[src/rtl/ipsxe_floating_point_exp_inv_square_v1_0.sv]
// Exponent path of the 1/x^2 unit: biased exponent plus mantissa normalization adjust -> biased result exponent with class and ovf/unf.
// Latency 2 cycles (stage 1: 2e+adj and special decode; stage 2: subtract, range check, registered outputs).
// Backpressure: elastic valid/ready, o_ready = !s1 | !s2 | i_ready (combinational, no skid); outputs hold while stalled.
// Optional build macro IPSXE_FLOATING_POINT_EXP_STATUS_CNT_EN adds saturating overflow/underflow beat counters.
module ipsxe_floating_point_exp_inv_square_v1_0 #(
  parameter int EXPONENT_SIZE = 11
) (
  input  logic                     i_clk,
  input  logic                     i_rst_n,
  input  logic                     i_valid,
  output logic                     o_ready,
  input  logic [EXPONENT_SIZE-1:0] i_exp,
  input  logic                     i_mant_zero,
  input  logic [1:0]               i_norm_adj,
  output logic                     o_valid,
  input  logic                     i_ready,
  output logic [EXPONENT_SIZE-1:0] o_exp,
  output logic [1:0]               o_class,
  output logic                     o_ovf,
`ifdef IPSXE_FLOATING_POINT_EXP_STATUS_CNT_EN
  output logic                     o_unf,
  input  logic                     i_cnt_clr,
  output logic [15:0]              o_ovf_cnt,
  output logic [15:0]              o_unf_cnt
`else
  output logic                     o_unf
`endif
);

  // Signed working width: wide enough for 3*B and for 2*e+adj with no wrap.
  localparam int W    = EXPONENT_SIZE + 3;
  localparam int BIAS = (2 ** (EXPONENT_SIZE - 1)) - 1;
  localparam logic signed [W-1:0] BIAS3 = W'(3 * BIAS);
  localparam logic signed [W-1:0] R_MAX = W'((2 ** EXPONENT_SIZE) - 1);

  // Result classes.
  localparam logic [1:0] CLS_NORM = 2'b00;
  localparam logic [1:0] CLS_ZERO = 2'b01;
  localparam logic [1:0] CLS_INF  = 2'b10;
  localparam logic [1:0] CLS_NAN  = 2'b11;

  // Special-case codes carried from stage 1 to stage 2.
  localparam logic [1:0] SP_NONE = 2'b00;  // finite normal input, use arithmetic
  localparam logic [1:0] SP_ZIN  = 2'b01;  // zero/denormal input -> infinity
  localparam logic [1:0] SP_IIN  = 2'b10;  // infinite input -> zero
  localparam logic [1:0] SP_NAN  = 2'b11;  // NaN input -> NaN

  // Handshake: a stage can take a new beat when empty or when it is being drained.
  logic s1_vld_q, s2_vld_q;
  logic s1_rdy, s2_rdy, s1_load, s2_load;

  assign s2_rdy  = !s2_vld_q || i_ready;
  assign s1_rdy  = !s1_vld_q || s2_rdy;
  assign o_ready = s1_rdy;
  assign s1_load = i_valid && s1_rdy;
  assign s2_load = s1_vld_q && s2_rdy;
  assign o_valid = s2_vld_q;

  // ---------------- Stage 1 ----------------
  logic [1:0]   adj_eff;
  logic [W-1:0] s1_sum_d, s1_sum_q;
  logic [1:0]   s1_spec_d, s1_spec_q;

  // Form 2*e+adj and decode the special input encodings.
  always_comb begin
    adj_eff   = (i_norm_adj == 2'd3) ? 2'd2 : i_norm_adj;
    s1_sum_d  = {2'b00, i_exp, 1'b0} + W'(adj_eff);
    s1_spec_d = SP_NONE;
    if (i_exp == '0) begin
      s1_spec_d = SP_ZIN;
    end else if (&i_exp) begin
      s1_spec_d = i_mant_zero ? SP_IIN : SP_NAN;
    end
  end

  // Stage 1 valid bit follows the input whenever the stage is allowed to move.
  always_ff @(posedge i_clk or negedge i_rst_n) begin
    if (!i_rst_n) begin
      s1_vld_q <= 1'b0;
    end else if (s1_rdy) begin
      s1_vld_q <= i_valid;
    end
  end

  // Stage 1 payload is captured only on an accepted beat.
  always_ff @(posedge i_clk or negedge i_rst_n) begin
    if (!i_rst_n) begin
      s1_sum_q  <= '0;
      s1_spec_q <= SP_NONE;
    end else if (s1_load) begin
      s1_sum_q  <= s1_sum_d;
      s1_spec_q <= s1_spec_d;
    end
  end

  // ---------------- Stage 2 ----------------
  logic signed [W-1:0]     r_s;
  logic [EXPONENT_SIZE-1:0] exp_d, exp_q;
  logic [1:0]               cls_d, cls_q;
  logic                     ovf_d, ovf_q;
  logic                     unf_d, unf_q;

  // Subtract from 3B and classify; special inputs override the arithmetic result.
  always_comb begin
    r_s   = BIAS3 - $signed(s1_sum_q);
    exp_d = '0;
    cls_d = CLS_NORM;
    ovf_d = 1'b0;
    unf_d = 1'b0;
    case (s1_spec_q)
      SP_ZIN: begin
        exp_d = '1;
        cls_d = CLS_INF;
      end
      SP_IIN: begin
        exp_d = '0;
        cls_d = CLS_ZERO;
      end
      SP_NAN: begin
        exp_d = '1;
        cls_d = CLS_NAN;
      end
      default: begin
        if (r_s >= R_MAX) begin
          exp_d = '1;
          cls_d = CLS_INF;
          ovf_d = 1'b1;
        end else if (r_s[W-1] || (r_s == '0)) begin
          // No subnormal outputs: anything at or below zero flushes.
          exp_d = '0;
          cls_d = CLS_ZERO;
          unf_d = 1'b1;
        end else begin
          exp_d = r_s[EXPONENT_SIZE-1:0];
          cls_d = CLS_NORM;
        end
      end
    endcase
  end

  // Stage 2 valid bit: refilled from stage 1 (possibly with a bubble) when it may move.
  always_ff @(posedge i_clk or negedge i_rst_n) begin
    if (!i_rst_n) begin
      s2_vld_q <= 1'b0;
    end else if (s2_rdy) begin
      s2_vld_q <= s1_vld_q;
    end
  end

  // Stage 2 payload only changes when a real beat moves in, so outputs hold during a stall.
  always_ff @(posedge i_clk or negedge i_rst_n) begin
    if (!i_rst_n) begin
      exp_q <= '0;
      cls_q <= CLS_NORM;
      ovf_q <= 1'b0;
      unf_q <= 1'b0;
    end else if (s2_load) begin
      exp_q <= exp_d;
      cls_q <= cls_d;
      ovf_q <= ovf_d;
      unf_q <= unf_d;
    end
  end

  assign o_exp   = exp_q;
  assign o_class = cls_q;
  assign o_ovf   = ovf_q;
  assign o_unf   = unf_q;

`ifdef IPSXE_FLOATING_POINT_EXP_STATUS_CNT_EN
  // ---------------- Status counters ----------------
  logic        out_fire;
  logic [15:0] ovf_cnt_d, ovf_cnt_q;
  logic [15:0] unf_cnt_d, unf_cnt_q;

  assign out_fire = s2_vld_q && i_ready;

  // Saturating counts of emitted overflow/underflow beats; clear has priority.
  always_comb begin
    ovf_cnt_d = ovf_cnt_q;
    unf_cnt_d = unf_cnt_q;
    if (i_cnt_clr) begin
      ovf_cnt_d = '0;
      unf_cnt_d = '0;
    end else begin
      if (out_fire && ovf_q && (ovf_cnt_q != 16'hFFFF)) ovf_cnt_d = ovf_cnt_q + 16'd1;
      if (out_fire && unf_q && (unf_cnt_q != 16'hFFFF)) unf_cnt_d = unf_cnt_q + 16'd1;
    end
  end

  // Counter registers.
  always_ff @(posedge i_clk or negedge i_rst_n) begin
    if (!i_rst_n) begin
      ovf_cnt_q <= '0;
      unf_cnt_q <= '0;
    end else begin
      ovf_cnt_q <= ovf_cnt_d;
      unf_cnt_q <= unf_cnt_d;
    end
  end

  assign o_ovf_cnt = ovf_cnt_q;
  assign o_unf_cnt = unf_cnt_q;
`endif

endmodule
[config.mk]
export PLATFORM = sky130hd
export DESIGN_NAME = ipsxe_floating_point_exp_inv_square_v1_0
export DESIGN_NICKNAME = d
export VERILOG_FILES = /design/src/rtl/ipsxe_floating_point_exp_inv_square_v1_0.sv
export SDC_FILE = /design/constraint.sdc
export NUM_CORES = 1
export LEC_CHECK = 0
export ABC_CLOCK_PERIOD_IN_PS = 4400
export CORE_ASPECT_RATIO = 1.25
export CORE_MARGIN = 2
export CORE_UTILIZATION = 55
export CTS_CLUSTER_SIZE = 24
export DETAILED_ROUTE_END_ITERATION = 8
export GPL_ROUTABILITY_DRIVEN = 0
export MAX_ROUTING_LAYER = met4
export PLACE_DENSITY = 0.83
export SYNTH_ARGS = -nofsm -noshare
export SYNTH_HDL_FRONTEND = slang
export SYNTH_SLANG_ARGS = --single-unit
[constraint.sdc]
create_clock -name i_clk -period 4.4 [get_ports i_clk]
set_input_delay 0.88 -clock i_clk [delete_from_list [all_inputs] [get_ports i_clk]]
set_output_delay 0.88 -clock i_clk [all_outputs]
set_load 0.01 [all_outputs]
==> flow_summary.yaml <==
outcome:
  outcome: "complete, no violations"
global_routing:
  overflow: 0
  grt_max_degree: 33
  antenna_found_initial: 0
  grt_pass1_wl_um: 6980
  grt_pass1_vias: 1660
  globalRouteTotalUtil_pct: 23.0
timing:
  slew-limit-headroom_pct: 50.6
  min_period_ps: 2930
  slew_viol_final: 0
  finalSetupViolations: 0
  setup_tns_ps: 0
  worst_pin_slew_ps: 740
  max_freq_ghz: 0.342
  period_share_pct: 66.5
  hold_violations: 0
  rsz0062_at_grt: "false"
  fin_worst_skew_ps: 4.04
worst_setup_path:
  critPathCaptureType: "output port"
  path_cells: "clkdlybuf4s50_1 -> nand3b_1 -> clkdlybuf4s50_1"
  path_max_fanout: 3
  critical_path_buf_inv_count: 2
  reg2reg_depth: 7
  cpMostUsedCell: "clkdlybuf4s50_1"
  criticalPathCategory: "in -> out"
  reg2reg_slack_ps: 2070
  reg2reg_from: "s1_sum_q[1]"
  crit_slowest_cell: "clkdlybuf4s50_1"
  critPathMaxStageDelay_ps: 550
  start_kind: "input port"
  crit_family: "buffers and inverters"
  cp_data_required_time_ps: 3520
  cp_data_arrival_time_ps: 2050
  timing.rr.end: "o_exp[0]"
clock_network:
  clkTransAtPathRegs_ps: 60
  cts-root-buf: "clkbuf_8"
  clock_path_buffers: 2
  post_cts_buffers: 0
  cts_tree: "built"
  cts_buffers: 5
  htreeDepth: 2
  postCtsHoldBufs: 0
  cts-resized-gates: 0
  cts.sinks: 32
  insertion_delay_ps: 290
synthesis:
  avgSynthCellArea_um2: 9.11
  netlist_top_cells_area: "dfrtp_1, nand2_1, o21ai_0, nand3_1, xnor2_1"
  ys_ff_latch: 32
  yosys.area.top_type: "dfrtp_1"
  synth_top_area_share_pct: 41.1
  synthAdderAreaFrac_pct: 1.93
  synth_edf_count: 0
  synthSimpleGateAreaFrac_pct: 28.0
  synth_xor_area_share_pct: 5.78
  syn_area_mm2: 0.00195
  syn_nets: 235
  synth_compound_area_share_pct: 17.8
  ys.warnings.count: 0
  synth_top_family_by_area: "simple AND/OR/NAND/NOR gates"
  ys_seq_area_share_pct: 41.1
  postSynthCellCount: 214
  synth_mux_area_share_pct: 1.67
  async_reset_ff_share_pct: 100
  yosysUniqueCellTypes: 53
  synth_flop_cell: "dfrtp_1"
  synth_common_cells: "dfrtp_1, nand2_1, o21ai_0, nand3_1, nor2_1"
  synth_most_common_cell: "dfrtp_1"
route:
  drtAntennaViolNets: 0
  dr.pass1.iters: 4
  routedWlPerCell_um: 13.9
  drtIter0Drc: 73
  avgViaCountPerCell: 5.95
  vias: 1702
  wirelength_um: 3980
  drc: 0
power_and_ir_drop:
  ir_worst_vdd_v: 0.000349
  leakagePower_nw: 0.963
  clkPwrFrac_pct: 31.3
  p_int_uw: 685
  p_switching_uw: 289
  combPwrFrac_pct: 28.0
  p_per_area_mw_per_mm2: 403
  seq_power_share_pct: 40.7
  power.share.switching_pct: 29.7
floorplan:
  core-area_mm2: 0.00345
  die_h_um: 70.6
  rows: 24
  start_util_pct: 56.4
  dieArea_mm2: 0.00404
  io_pins: 35
  fp.dieW_um: 57.3
placement:
  io_buffers: 34
  placed_cell_area_mm2: 0.00229
  place.detailed.hpwl_um: 3020
  dp_cells: 278
layout:
  layout.cells.non_filler: 286
  stdcell_area_mm2: 0.00242
  syn_to_final_growth_pct: 24.1
  layout.nets: 267
  layout-drive-gt1-share_pct: 10.9
  num_antenna_cells: 0
min_path:
  hold_depth: 2
  hold_start: "o_exp[10]"
  worst_hold_path.endpoint: "o_exp[10]"
  holdCritPathClass: "reg -> reg"
job:
  drv_cap: 0
-- registers in the layout, indices dropped and copies added (netlist names) --
signal	cells
o_valid	1
o_class	2
o_unf	1
o_exp	11
s1_vld_q	1
o_ovf	1
s1_spec_q	2
s1_sum_q	13
-- through the flow --
step	power (mW)	hold WS, ps	setup WS (ps)	util (%)
4_1_cts	0.979	495	1470	70.0
6_report	0.974	488	1470	70.0
3_3_place_gp	0.667	458	1490	66.4
2_1_floorplan	0.551	471	2390	-
3_5_place_dp	0.674	479	1480	66.4
5_1_grt	1.03	512	1430	70.0
-- worst max path at each step --
stage                             start      endpoint  slack (ps)  cells after the start
after floorplan           i_norm_adj[1]  s1_sum_q[11]        2390                      7
after global placement          i_ready       o_ready        1490                      3
after detailed placement        i_ready       o_ready        1480                      3
after CTS                       i_ready       o_ready        1470                      3
after global routing            i_ready       o_ready        1430                      3
final                           i_ready       o_ready        1470                      3
-- placed cells by master, fill, tap and decap left out, types with 2 or more instances in the layout --
master / count
dfrtp_1: 32
inv_1: 5
o22ai_1: 2
nand2_1: 29
nand4_2: 2
nand3_1: 16
nand2b_1: 4
a32oi_1: 2
nand4_1: 9
or3_1: 6
and3_1: 2
o21ai_0: 19
and2_1: 3
xor2_1: 3
a221oi_2: 2
a21oi_1: 3
clkbuf_8: 7
mux2_2: 2
nor2_1: 12
xnor2_1: 8
nor4_1: 3
ha_1: 3
clkdlybuf4s50_1: 34
o21ai_1: 7
nor3_1: 4
-- worst reg2reg max path, stage by stage, from the launching register on --
cell and delay [ps]:
dfrtp_1 510, ha_1 320, nand2_1 150, or3_1 420, nand4_1 180, nor4_4 80
nor4_2 380, o22ai_1 140
-- power by group through the flow --
stage | Combinational (mW) | Clock, mW | Sequential, mW
after floorplan | 0.151 | 0 | 0.400
after global placement | 0.269 | 0 | 0.399
after detailed placement | 0.272 | 0 | 0.402
after CTS | 0.275 | 0.308 | 0.397
after global routing | 0.302 | 0.320 | 0.405
final | 0.273 | 0.305 | 0.397
-- metal layers --
metal / wire length [µm] / GRT usage, % / vias up / share of wire, %
met5: 0 / - / - / 0
met2: 2050 / 39.0 / 47 / 51
met4: 123 / 12.7 / 0 / 3.1
met1: 1650 / 24.6 / 791 / 41
li1: - / - / 853 / -
met3: 164 / 4.94 / 11 / 4.1
-- logic make-up after synthesis --
| kind of cell | Yosys count |
|---|---|
| flops | 32 |
| compound gates | 50 |
| simple gates | 99 |
| buf+inv | 15 |
| fa+ha+maj | 3 |
| mux | 3 |
| xor+xnor | 12 |
-- cell type report --
type                    instances  area, µm²
flip-flops and latches         32        801
inverters                       5       18.8
fillers                       287       1030
well taps                      39       48.8
multi-input cells             167       1080
clock buffers                   7       96.3
clock inverters                 1       30.0
repair buffers                 35        348
(Power assumes the default switching activity.)
